<file path="config.mk">
export PLATFORM = sky130hd
export DESIGN_NAME = shift_exec_stage
export DESIGN_NICKNAME = d
export VERILOG_FILES = /design/src/rtl/shift_pkg.sv /design/src/rtl/shift_core.sv /design/src/rtl/sll.sv /design/src/rtl/sra.sv /design/src/rtl/srl.sv /design/src/rtl/shift_exec_stage.sv
export SDC_FILE = /design/constraint.sdc
export NUM_CORES = 1
export LEC_CHECK = 0
export BUFFER_PORTS_ARGS = -buffer_cell sky130_fd_sc_hd__clkbuf_2
export CORE_AREA = 2 2 96 168
export CTS_CLUSTER_SIZE = 12
export DETAILED_ROUTE_END_ITERATION = 16
export DIE_AREA = 0 0 98 170
export PLACE_DENSITY_LB_ADDON = 0.05
export SETUP_SLACK_MARGIN = 0.5
export SLEW_MARGIN = 0
export SYNTH_ARGS = -nofsm -noshare
export SYNTH_HDL_FRONTEND = slang
export SYNTH_SLANG_ARGS = --single-unit
</file>
<file path="constraint.sdc">
create_clock -name clk -period 5.25 [get_ports clk]
set_clock_uncertainty 0.1 [all_clocks]
set_input_delay 0.2625 -clock clk [delete_from_list [all_inputs] [get_ports clk]]
set_output_delay 0.2625 -clock clk [all_outputs]
set_load 0.05 [all_outputs]
</file>
<file path="src/rtl/shift_pkg.sv">
// shift_pkg: shift micro-op encoding shared by the shift execution stage and its core
package shift_pkg;
  typedef enum logic [1:0] {
    SHIFT_SLL  = 2'd0,
    SHIFT_SRL  = 2'd1,
    SHIFT_SRA  = 2'd2,
    SHIFT_RSVD = 2'd3
  } shift_op_t;
endpackage

</file>
<file path="src/rtl/shift_core.sv">
// shift_core: combinational op select over sll/srl/sra; op,a,shamt -> result, illegal (RSVD gives 0)
module shift_core
  import shift_pkg::*;
#(
  parameter int N = 32
) (
  input  shift_op_t            op,
  input  logic [N-1:0]         a,
  input  logic [$clog2(N)-1:0] shamt,
  output logic [N-1:0]         result,
  output logic                 illegal
);
  logic [N-1:0] sll_y, srl_y, sra_y;
  sll #(.N(N)) u_sll (.a(a), .shamt(shamt), .y(sll_y));
  srl #(.N(N)) u_srl (.a(a), .shamt(shamt), .y(srl_y));
  sra #(.N(N)) u_sra (.a(a), .shamt(shamt), .y(sra_y));
  always_comb begin
    result  = op == SHIFT_SLL ? sll_y :
              op == SHIFT_SRL ? srl_y :
              op == SHIFT_SRA ? sra_y : '0;
    illegal = op == SHIFT_RSVD;
  end
endmodule

</file>
<file path="src/rtl/sll.sv">
// sll: combinational logical left barrel shifter; a by shamt -> y, zero fill
module sll #(
  parameter int N = 32
) (
  input  logic [N-1:0]         a,
  input  logic [$clog2(N)-1:0] shamt,
  output logic [N-1:0]         y
);
  assign y = a << shamt;
endmodule

</file>
<file path="src/rtl/sra.sv">
// sra: combinational arithmetic right barrel shifter; a by shamt -> y, sign fill from a[N-1]
module sra #(
  parameter int N = 32
) (
  input  logic [N-1:0]         a,
  input  logic [$clog2(N)-1:0] shamt,
  output logic [N-1:0]         y
);
  assign y = $signed(a) >>> shamt;
endmodule

</file>
<file path="src/rtl/srl.sv">
// srl: combinational logical right barrel shifter; a by shamt -> y, zero fill
module srl #(
  parameter int N = 32
) (
  input  logic [N-1:0]         a,
  input  logic [$clog2(N)-1:0] shamt,
  output logic [N-1:0]         y
);
  assign y = a >> shamt;
endmodule

</file>
<file path="src/rtl/shift_exec_stage.sv">
// shift_exec_stage: two-stage shift pipeline; in_* valid/ready in, out_* valid/ready to writeback, op_count saturating retire count
module shift_exec_stage
  import shift_pkg::*;
#(
  parameter int N     = 32,
  parameter int CNT_W = 16
) (
  input  logic             clk,
  input  logic             rst_n,
  input  logic             in_valid,
  output logic             in_ready,
  input  logic [1:0]       in_op,
  input  logic [N-1:0]     in_a,
  input  logic [N-1:0]     in_b,
  input  logic [4:0]       in_rd,
  output logic             out_valid,
  input  logic             out_ready,
  output logic [N-1:0]     out_result,
  output logic [4:0]       out_rd,
  output logic             out_illegal,
  output logic [CNT_W-1:0] op_count
);
  localparam int SW = $clog2(N);
  logic           s1_valid, s2_valid, adv1, adv2, accept, core_illegal, s2_illegal;
  shift_op_t      s1_op;
  logic [N-1:0]   s1_a, s2_result, core_result;
  logic [SW-1:0]  s1_shamt;
  logic [4:0]     s1_rd, s2_rd;
  assign adv2        = s2_valid & out_ready;
  assign adv1        = s1_valid & (~s2_valid | out_ready);
  assign in_ready    = ~s1_valid | adv1;
  assign accept      = in_valid & in_ready;
  assign out_valid   = s2_valid;
  assign out_result  = s2_result;
  assign out_rd      = s2_rd;
  assign out_illegal = s2_illegal;
  shift_core #(.N(N)) u_core (
    .op(s1_op), .a(s1_a), .shamt(s1_shamt), .result(core_result), .illegal(core_illegal)
  );
  always_ff @(posedge clk or negedge rst_n) begin
    if (!rst_n) begin
      s1_valid   <= 1'b0;
      s1_op      <= SHIFT_SLL;
      s1_a       <= '0;
      s1_shamt   <= '0;
      s1_rd      <= '0;
      s2_valid   <= 1'b0;
      s2_result  <= '0;
      s2_rd      <= '0;
      s2_illegal <= 1'b0;
      op_count   <= '0;
    end else begin
      if (accept) begin
        s1_valid <= 1'b1;
        s1_op    <= shift_op_t'(in_op);
        s1_a     <= in_a;
        s1_shamt <= in_b[SW-1:0];
        s1_rd    <= in_rd;
      end else if (adv1) s1_valid <= 1'b0;
      if (adv1) begin
        s2_valid   <= 1'b1;
        s2_result  <= core_result;
        s2_rd      <= s1_rd;
        s2_illegal <= core_illegal;
      end else if (adv2) s2_valid <= 1'b0;
      if (adv2 && !(&op_count)) op_count <= op_count + CNT_W'(1);
    end
  end
endmodule
</file>
Word level (Yosys, flattened, before mapping). Index checks and enable logic that the tools add are counted. W data, S select, Z words.

Output and inout bits: 56. Register bits: 100. Bits of input ports: 75.

$add $sub $neg: 1. Multiplexer cells: 7. Reductions and logical operators: 6. Bitwise logic cells: 7. Shifts and indexed selects: 3. Equal/unequal tests: 3.

Operators by type and width (count): $mux W32 (3); $shl A32 B5 Y32 (1); $shr A32 B5 Y32 (1); $sshr A32 B5 Y32 (1); $add A16 B1 Y16 const B (1); $reduce_and A16 Y1 (1); $eq A2 B2 Y1 const B (2); $mux W1 (4); $reduce_bool A2 Y1 (2); $and A1 B1 Y1 (3); $eq A2 B1 Y1 const B (1); $logic_not A2 Y1 (1); $not A1 Y1 (2); $or A1 B1 Y1 (2); $logic_and A1 B1 Y1 (1); $logic_not A1 Y1 (1).

Depth between registers and ports, before layout. Gate-level depths: netlist (run 1).

Depth in word-level cells: 6. Mapped depth: 9. Mapped depth without buffers: 5.

By module. Synthesis (run 1) repeated with hierarchy kept, for this count alone.

Cells, all modules: 966. Area total of the unflattened synthesis: 10595.2 µm².

By module, submodules not included: shift_exec_stage (seq. area each 2502.4 µm², instances 1, cells each 257, area each 3932.5 µm²); sra (seq. area each 0.0 µm², instances 1, cells each 275, area each 2349.8 µm²); sll (seq. area each 0.0 µm², instances 1, cells each 176, area each 1724.2 µm²); srl (seq. area each 0.0 µm², instances 1, cells each 180, area each 1641.6 µm²); shift_core (seq. area each 0.0 µm², instances 1, cells each 78, area each 947.2 µm²).

Worst setup path before layout (run 1). No wires, ideal clock.

Path kind: reg2reg. From: reg s2_valid (netlist: out_valid). To: reg s1_a[0]. Setup time: 0.125 ns. Data arrival time: 2.339 ns. Slack: 2.686 ns. Cell stages (with the launch flop): 6. Path buffers: 1. Cells stage by stage: dfrtp_1 -> nor2b_1 -> nand2_1 -> nand2_1 -> clkbuf_1 -> mux2_2.

Longest elaborated chain between the ends: 5.

RTL lines: start: declaration (RTL line shift_exec_stage.sv:24) `logic s1_valid, s2_valid, adv1, adv2, accept, core_illegal, s2_illegal;`; start signal: assignment (RTL line shift_exec_stage.sv:47) `s2_valid <= 1'b0;`; start signal: assignment (RTL line shift_exec_stage.sv:61) `s2_valid <= 1'b1;`; start signal: assignment (RTL line shift_exec_stage.sv:65) `end else if (adv2) s2_valid <= 1'b0;`; $not A1 Y1 (RTL line shift_exec_stage.sv:30) `assign adv1 = s1_valid & (~s2_valid | out_ready);`; $or A1 B1 Y1 (RTL line shift_exec_stage.sv:30); $and A1 B1 Y1 (RTL line shift_exec_stage.sv:30); $or A1 B1 Y1 (RTL line shift_exec_stage.sv:31) `assign in_ready = ~s1_valid | adv1;`; via in_ready (RTL line shift_exec_stage.sv:11) `output logic in_ready,`; $and A1 B1 Y1 (RTL line shift_exec_stage.sv:32) `assign accept = in_valid & in_ready;`; end signal: assignment (RTL line shift_exec_stage.sv:56) `s1_a <= in_a;`; end: declaration (RTL line shift_exec_stage.sv:26) `logic [N-1:0] s1_a, s2_result, core_result;`.

The timed path passes the listed nets, and every way through them passes these cells. A chain may end at the register's enable or synchronous reset.

Final worst setup path (run 1).
From: reg s1_shamt[0]. To: reg s2_result[7] (netlist: out_result[7]).

Longest elaborated chain between the ends: 4. Elaborated cells between the ends (all ways): 6.

RTL lines: start: declaration (RTL line shift_exec_stage.sv:27) `logic [SW-1:0] s1_shamt;`; start signal: assignment (RTL line shift_exec_stage.sv:57) `s1_shamt <= in_b[SW-1:0];`; $sshr A32 B5 Y32 (RTL line sra.sv:9) `assign y = $signed(a) >>> shamt;`; $mux W32 (RTL line shift_core.sv:20) `op == SHIFT_SRA ? sra_y : '0;`; $mux W32 (RTL line shift_core.sv:19) `op == SHIFT_SRL ? srl_y :`; $mux W32 * (RTL line shift_core.sv:18) `result = op == SHIFT_SLL ? sll_y :`; end signal: assignment (RTL line shift_exec_stage.sv:62) `s2_result <= core_result;`; end: declaration (RTL line shift_exec_stage.sv:26).

Every way passes the cells marked *; elsewhere a longest branch is shown, timed or not.

==> reports/qor.yml, run 1 <==
fin_area_um2: 8971
ys_async_sr_fraction_pct: 100.0
irDropWorstVdd_v: 0.0004572
critPathMaxFanout: 62
syn_nets: 859
r2r_setup_slack_ns: 1.81
critPathKind: "reg -> reg"
worstPathRequired_ns: 5.35
setup_tns_ns: 0
setup_viol: 0
grt_pass1_vias: 7095
clk_latency_ns: 0.36
routed_wl_mm: 27.66
drive_gt1_share_pct: 31.54
critPathCaptureType: "flop"
crit_cells: 6
finalWorstSetupSlack_ns: 1.813
fp.dieArea_um2: 16660
ys_top_cells_by_area: "dfrtp_1, mux4_2, mux2_2"
synth_edf_count: 0
yosysMostFrequentCell: "dfrtp_1"
hold_violations: 0
cp_slowest_stage_delay_ns: 1.04
finalNetCount: 908
path_clk_slew_ns: 0.08
antenna_found_initial: 0
period_share_pct: 65.47
synth-seq-cells: 100
status: "completed"
grt_usage_pct: 33.28
p_total_mw: 4.024
rsz0062_at_grt: "no"
vias: 7169
clockBufferDepth: 2
maxSlewViolCount: 0
detail-route-antenna-nets: 0
post-dp-hpwl_mm: 20.40
die_w_um: 98
routed_via_density: 7.008
startpoint_type: "flop"
crit_family: "compound AO/OA/AOI/OAI gates"
gp_congestion: 0.9880
power_density_nw_per_um2: 448.6
r2r_end: "out_result[7]"
dpl-instance-area_um2: 8606
min_period_ns: 3.437
pre_cts_slack_ns: 1.902
yosys_warnings: 0
hold_class: "in -> reg"
syn_area_um2: 8149
cp_slowest_cell: "dfrtp_4"
leakage_nw: 3.741
cts_buffers: 9
coreArea_um2: 15240
row_count: 60
synth_seq_area_share_pct: 30.71
yosysTopAreaCell: "dfrtp_1"
tightest_slew_ns: 1.310
clock_sinks: 100
wl_per_cell_um: 27.04
syn_inst: 783
antenna_cells: 0
synth_top_flop_cell: "dfrtp_1"
max_slew_margin_pct: 11.97
drt_pre_antenna_iters: 7
syn_to_final_growth_pct: 10.09
grt_pass1_wl_mm: 42.73
io_buffers: 103
ys_types: 76
cap_violations: 0
synthTopCellsByCount: "dfrtp_1, nand2_1, mux2i_1, mux4_2, mux2_2"
grt_max_degree: 63
nFillCells: 1315
synth_top_cell_area_share_pct: 30.71
crit_path_end: "out_result[7]"
cts_tree: "yes"
path_buf_inv: 1
start_util_pct: 53.47
drcViolationCount: 0
worstPathArrival_ns: 3.54
die_h_um: 170
io_pins: 131
post_cts_resized: 0
cp_cell_sequence: "buf_12, mux4_2, a32oi_1, o22ai_1, o311ai_1, o211ai_1"
post_cts_buffers: 0
r2r-start: "s1_shamt[0]"
ff2ff_path_depth: 6
startpoint: "s1_shamt[0]"
drt_iter0_markers: 620
clockRootBuffer: "clkbuf_16"
avgSynthCellArea_um2: 10.41
htreeDepth: 3
timing.fmax_mhz: 290.9
grt_overflow: 0
[worst reg2reg max path: stages, from the launching register on]
cell and delay [ns]:
dfrtp_4 1.04, buf_12 0.42, mux4_2 0.59, a32oi_1 0.23
o22ai_1 0.14, o311ai_1 0.59, o211ai_1 0.17
[final cells by class]
class                   instances  area, um2  area share [%]
well taps                     186      232.7           2.594
inverters                      11      41.29          0.4603
multi-input cells             591       5180           57.74
flip-flops and latches        100       2509           27.96
clock inverters                 7      130.1           1.450
repair buffers                119      653.1           7.280
clock buffers                   9      225.2           2.510
[placed cells by master, fill, tap and decap left out, types with 4 or more instances in the layout]
cell type / instances
clkbuf_2: 102
dfrtp_1: 97
nand2_1: 69
mux4_2: 59
mux2i_1: 59
mux2_2: 56
nor2_1: 50
nand3_1: 24
a21oi_1: 21
nor3_1: 20
mux2_1: 19
o21ai_0: 17
buf_4: 15
nor2b_1: 10
xor2_1: 10
o211ai_1: 9
a31oi_1: 9
o22ai_1: 9
a211oi_1: 9
clkbuf_16: 9
inv_1: 8
o22a_1: 8
o221ai_1: 8
nand2b_1: 7
o32a_1: 7
xnor2_1: 7
nor4_1: 7
a22oi_1: 6
and3_1: 6
nand4_1: 6
or2_1: 5
o31ai_1: 4
nor3b_1: 4
a221oi_1: 4
a32oi_1: 4
a311oi_1: 4
[stage by stage]
stage | util (%) | std cells | hold slack, ns
floorplan | - | 783 | -0.1331
global placement | 56.47 | 1006 | 0.1842
detailed placement | 56.47 | 1006 | 0.2033
CTS | 58.87 | 1023 | 0.02584
global route | 58.87 | 1023 | 0.03151
finish | 58.87 | 1023 | 0.02665
[sequential cells by signal (all words and copies together) (netlist names)]
name,count
out_valid,1
s1_op,2
s1_valid,1
out_rd,5
out_result,32
s1_shamt,5
s1_a,32
s1_rd,5
op_count,16
out_illegal,1
[worst min-delay path by stage]
| stage | start | endpoint | depth (start not counted) |
|---|---|---|---|
| global placement | rst_n | out_result[12] | 1 |
| floorplan | rst_n | op_count[0] | 0 |
| global route | in_valid | s1_valid | 2 |
| CTS | in_valid | s1_valid | 2 |
| detailed placement | rst_n | s1_shamt[3] | 1 |
| finish | in_valid | s1_valid | 2 |
[power by group]
group	switching [mW]	internal [mW]
clock network	0.328	0.476
logic	1.28	0.729
registers	0.276	0.935
[per-layer routing]
layer | wire [um] | part of all wire [%] | track usage (%)
met1 | 10220 | 37 | 40.51
met2 | 13380 | 48 | 55.06
met3 | 1838 | 6.6 | 4.928
met4 | 2223 | 8.0 | 21.07
met5 | 0 | 0 | 0
[cell families (layout without fill, tap and decap cells)]
| logic type | Yosys count | count (layout) | synth area share (%) |
|---|---|---|---|
| mux | 194 | 194 | 34.10 |
| simple gates | 226 | 226 | 13.37 |
| flops | 100 | 100 | 30.71 |
| buf+inv | 92 | 146 | 5.911 |
| fa+ha+maj | 1 | 1 | 0.1535 |
| xor+xnor | 17 | 17 | 1.827 |
| compound gates | 153 | 153 | 13.93 |
[what timing repair did]
action                                 CTS  global route
endpoints found under the hold margin   47             0
hold buffers                             1             0
setup endpoints to repair                0             0
No activity file was read; power rests on OpenSTA's default activity.
==> run 2, diff against run 1 <==
CORE_AREA = 2 2 97 170   (was 2 2 96 168)
DIE_AREA = 0 0 99 172   (was 0 0 98 170)
clock period = 3.1 ns   (was 5.25 ns; I/O delays follow)
==> run 2 against run 1 <==
Effect of this change: flip-flop and latch count unchanged; first-iteration DRC count unchanged; final cell count up 8.7%; largest cell class unchanged; critical path depth unchanged; critical path type unchanged.
==> reports/qor.yml, run 2 (same netlist as run 1, synthesis figures left out) <==
antenna_found_initial: 0
status: "completed"
cts_tree: "yes"
min_period_ns: 2.588
startpoint_type: "flop"
setup_viol: 0
final_cells: 1112
clockBufferDepth: 2
wl_per_cell_um: 26.64
worstPathArrival_ns: 2.74
clockRootBuffer: "clkbuf_16"
path_clk_slew_ns: 0.07
antenna_cells: 0
tightest_slew_ns: 0.7057
detail-route-antenna-nets: 0
fp.dieArea_um2: 17030
drcViolationCount: 0
leakage_nw: 4.156
start_util_pct: 52.08
cts_buffers: 9
gp_congestion: 1.017
grt_usage_pct: 35.46
grt_max_degree: 71
row_count: 61
max_slew_margin_pct: 52.88
vias: 7562
power_density_nw_per_um2: 707.6
hold_violations: 0
routed_wl_mm: 29.62
fin_util_pct: 62.77
post-dp-hpwl_mm: 22.30
clk_latency_ns: 0.36
clock_sinks: 100
grt_pass1_wl_mm: 45.49
coreArea_um2: 15650
die_h_um: 172
worstPathRequired_ns: 3.25
setup_tns_ns: 0
critPathMaxFanout: 19
die_w_um: 99
final_common_cell: "clkbuf_2"
irDropWorstVdd_v: 0.0005972
htreeDepth: 3
io_pins: 131
timing.fmax_mhz: 386.4
grt_overflow: 0
layout_common_cells: "clkbuf_2, dfrtp_1, nand2_1, mux4_2, mux2i_1"
hold_class: "in -> reg"
grt_pass1_vias: 7482
syn_to_final_growth_pct: 20.51
drt_pre_antenna_iters: 5
period_share_pct: 83.47
critPathCaptureType: "flop"
io_buffers: 103
dp.cells: 1044
maxSlewViolCount: 0
drt_iter0_markers: 620
routed_via_density: 6.800
drive_gt1_share_pct: 33.15
nFillCells: 1261
rsz0062_at_grt: "yes"
cap_violations: 0
critPathKind: "reg -> reg"
finalNetCount: 994
run 2: changes by cell type in the layout (fill, tap and decap cells not counted), sizes merged:
cell	delta
bufinv	-2
clkbuf	+1
clkinv	+1
buf	+41
dlygate4sd3	+45
run 2: worst paths after layout:
check	slack (ns)	startpoint	depth (start not counted)	to
max	0.51	s1_shamt[0]	6	out_result[15]
min reg2reg	0.37	s1_rd[4]	2	out_rd[4]
min	0.01	out_ready	3	out_valid
max in group asynchronous	1.96	rst_n	3	s1_a[25]
max reg2reg	0.51	s1_shamt[0]	6	out_result[15]
min in group asynchronous	0.24	rst_n	2	out_result[28]
run 2: metal layers:
metal | vias up | wire [um] | track usage [%]
met5 | - | 0 | 0
met4 | 0 | 2197 | 22.75
met3 | 107 | 1649 | 3.234
met2 | 421 | 15200 | 61.28
met1 | 3734 | 10570 | 42.01
li1 | 3300 | - | -
run 2: critical path: stages (launching register included):
cell      delay [ns]
dfrtp_4         0.43
buf_12          0.15
buf_12          0.17
mux4_2          0.53
mux2i_1         0.37
o221ai_1        0.32
o32a_1          0.41
run 2: through the flow:
stage | power [mW] | cell area, um2 | setup slack, ns | hold slack (ns)
after floorplan | 4.455 | 8149 | 0.5361 | -0.2406
after global placement | 5.570 | 8967 | 0.2694 | 0.08875
after detailed placement | 5.612 | 8967 | 0.2610 | 0.09693
after CTS | 6.894 | 9814 | 0.5043 | 0.008836
after global routing | 7.213 | 9821 | 0.4969 | 0.04793
final | 6.949 | 9821 | 0.5123 | 0.01092
run 2: final cells by class:
class	instances	area, um2	area share, %
inverter	11	41.29	0.4204
multi-input combinational	591	5181	52.76
sequential	100	2509	25.54
tap	189	236.5	2.408
timing repair buffer	205	1544	15.72
clock inverter	6	70.07	0.7135
clock buffer	10	239.0	2.433
run 2: report_power, final:
| part | total [mW] | switching [mW] | internal, mW |
|---|---|---|---|
| Combinational | 3.78 | 2.35 | 1.43 |
| Clock | 1.19 | 0.533 | 0.657 |
| Sequential | 1.98 | 0.394 | 1.59 |
| Total | 6.95 | 3.27 | 3.68 |
run 2: what timing repair did:
action | CTS | global route
endpoints found under the hold margin | 93 | 0
hold buffers | 46 | 0
pin swaps | 0 | 0
setup buffers | 6 | 0
endpoints found under the setup margin | 27 | 4
gates resized for setup | 0 | 3
==> run 3, diff against run 2 <==
ABC_AREA = 1   (was default)
CORE_AREA = 2 2 95 166   (was 2 2 97 170)
DIE_AREA = 0 0 97 168   (was 0 0 99 172)
clock period = 2.2 ns   (was 3.1 ns; I/O delays follow)
==> run 3 against run 2 <==
Effect of this change: count of clock-buffer cells in the layout is 1 higher; cell area is 13% higher; sequential power is 39% higher; critical path type unchanged; non-clock buffer count is 26 higher; combinational power is 64% higher; global-route usage is 0.37 points higher; utilization is 11 points higher; synthesized cell count is 44% higher.
==> reports/qor.yml, run 3 <==
p_total_mw: 10.61
post-dp-hpwl_mm: 20.10
leakage_nw: 5.207
hold_violations: 0
antenna_found_initial: 0
critPathCaptureType: "flop"
startpoint_type: "flop"
rsz0062_at_grt: "yes"
grt_max_degree: 62
hold_class: "in -> reg"
nFillCells: 1190
layout_common_cells: "nand2_1, nand3_1, clkbuf_2, nor2_1, dfrtp_1"
syn_nets: 1200
clockBufferDepth: 2
synth_seq_area_share_pct: 32.55
status: "completed"
synth-seq-cells: 100
tightest_slew_ns: 0.4592
ys_top_cells_by_area: "dfrtp_1, nand3_1, nand2_1"
die_w_um: 97
grt_usage_pct: 35.83
met3_usage_pct: 4.193
synth_edf_count: 0
path_clk_slew_ns: 0.08
io_pins: 131
avgSynthCellArea_um2: 6.839
period_share_pct: 94.44
die_h_um: 168
cts_tree: "yes"
grt_pass1_wl_mm: 46.13
critPathKind: "reg -> reg"
clk_latency_ns: 0.36
wl_per_cell_um: 21.15
critPathMaxFanout: 6
syn_area_um2: 7687
routed_via_density: 6.091
detail-route-antenna-nets: 0
vias: 9064
start_util_pct: 50.95
r2r_setup_slack_ns: 0.12
drcViolationCount: 0
coreArea_um2: 15090
cts_buffers: 9
grt_overflow: 0
gp_congestion: 0.9951
drt_pre_antenna_iters: 7
power_density_nw_per_um2: 955.7
ys_async_sr_fraction_pct: 100.0
drt_iter0_markers: 923
timing.fmax_mhz: 481.3
pre_cts_slack_ns: 0.1728
yosysTopAreaCell: "dfrtp_1"
setup_viol: 0
synthTopCellsByCount: "nand2_1, nand3_1, dfrtp_1"
synth_top_cell_area_share_pct: 32.55
yosys_warnings: 0
drive_gt1_share_pct: 40.55
min_period_ns: 2.078
ys_types: 46
clockRootBuffer: "clkbuf_16"
syn_inst: 1124
worstPathArrival_ns: 2.24
setup_tns_ns: 0
yosysMostFrequentCell: "nand2_1"
syn_to_final_growth_pct: 44.40
cap_violations: 0
max_slew_margin_pct: 69.39
finalWorstSetupSlack_ns: 0.1223
htreeDepth: 3
fp.dieArea_um2: 16300
top_usage_layer: "met2"
grt_use_met2_pct: 62.26
maxSlewViolCount: 0
final_common_cell: "nand2_1"
synth_top_flop_cell: "dfrtp_1"
worstPathRequired_ns: 2.36
grt_pass1_vias: 8710
antenna_cells: 0
finalNetCount: 1373
routed_wl_mm: 31.47
io_buffers: 103
irDropWorstVdd_v: 0.0005974
row_count: 60
use_met1_pct: 39.86
clock_sinks: 100
-- run 3: changes by cell type in the layout (fill, tap and decap cells not counted), moves of 21 or more --
cell	change
nand2_1	+145
mux4_2	-59
nand3_2	+66
nand3_1	+170
o21ai_1	+22
nor3_1	-21
mux2i_1	-59
nor2_1	+33
nand2_4	+31
nand3_4	+23
nand2_2	+64
inv_1	+31
mux2_2	-26
-- run 3: stage by stage --
step	instances	hold WS (ns)	instance area (um2)	util (%)
final	1488	0.02970	11100	73.57
after global routing	1488	0.07357	11100	73.57
after CTS	1474	0.03031	10110	67.03
after detailed placement	1376	-0.06466	8449	56.00
after global placement	1376	-0.06953	8449	56.00
after floorplan	1124	-0.2856	7775	-
-- run 3: worst paths after layout --
check / startpoint / end / cells past startpoint
max in group asynchronous: rst_n / op_count[13] / 3
worst max register to register: s1_shamt[0] / out_result[18] / 14
min in group asynchronous: rst_n / out_result[9] / 2
worst min register to register: out_result[11] / out_result[11] / 2
worst max-delay path: s1_shamt[0] / out_result[18] / 14
worst min-delay path: out_ready / out_valid / 4
-- run 3: final cells by class --
class / count / area (um2) / area share (%)
multi-input cells: 899 / 5784 / 52.11
flip-flops and latches: 100 / 2529 / 22.78
repair buffers: 231 / 1972 / 17.76
clock buffers: 11 / 252.7 / 2.277
well taps: 186 / 232.7 / 2.096
inverters: 51 / 217.7 / 1.961
repair inverters: 5 / 60.06 / 0.5410
clock inverters: 5 / 52.55 / 0.4734
-- run 3: what timing repair did --
item / CTS / global route
resized for setup: 138 / 191
hold endpoints to repair: 144 / 0
pin swaps: 34 / 72
hold buffers: 45 / 0
buffers inserted: 27 / 10
setup endpoints to repair: 39 / 48
gates cloned: 10 / 4
-- run 3: critical path, cell delays in order, from the launching register on --
cell,delay (ns)
dfrtp_2,0.52
buf_12,0.19
buf_4,0.14
nand2_4,0.10
nand3_1,0.17
nand3_1,0.14
nand2_2,0.09
nand2_1,0.11
nand2_1,0.08
nand2_1,0.06
nand2_1,0.05
nand2_1,0.06
nand3_2,0.08
nand2_1,0.06
inv_1,0.03
-- run 3: cells by family (layout without fill, tap and decap cells) --
group / after synthesis / after routing / share of synthesized area [%]
and+or+nand+nor: 733 / 733 / 43.51
buffers and inverters: 125 / 303 / 8.692
AOI/OAI and AO/OA: 120 / 120 / 8.952
DFF: 100 / 100 / 32.55
muxes: 31 / 31 / 4.541
xor gates and xnor gates: 14 / 14 / 1.595
adders and majority gates: 1 / 1 / 0.1627
-- run 3: layer usage --
| layer | routed length [um] | share of wire (%) |
|---|---|---|
| met4 | 3035 | 9.6 |
| met5 | 0 | 0 |
| met1 | 11110 | 35 |
| met3 | 2058 | 6.5 |
| met2 | 15260 | 48 |
-- run 3: power breakdown --
group          internal [mW]  leakage, nW  switching, mW
Sequential              2.28         1.16          0.477
Combinational           2.04         3.90           4.16
Clock                  0.857        0.147          0.798
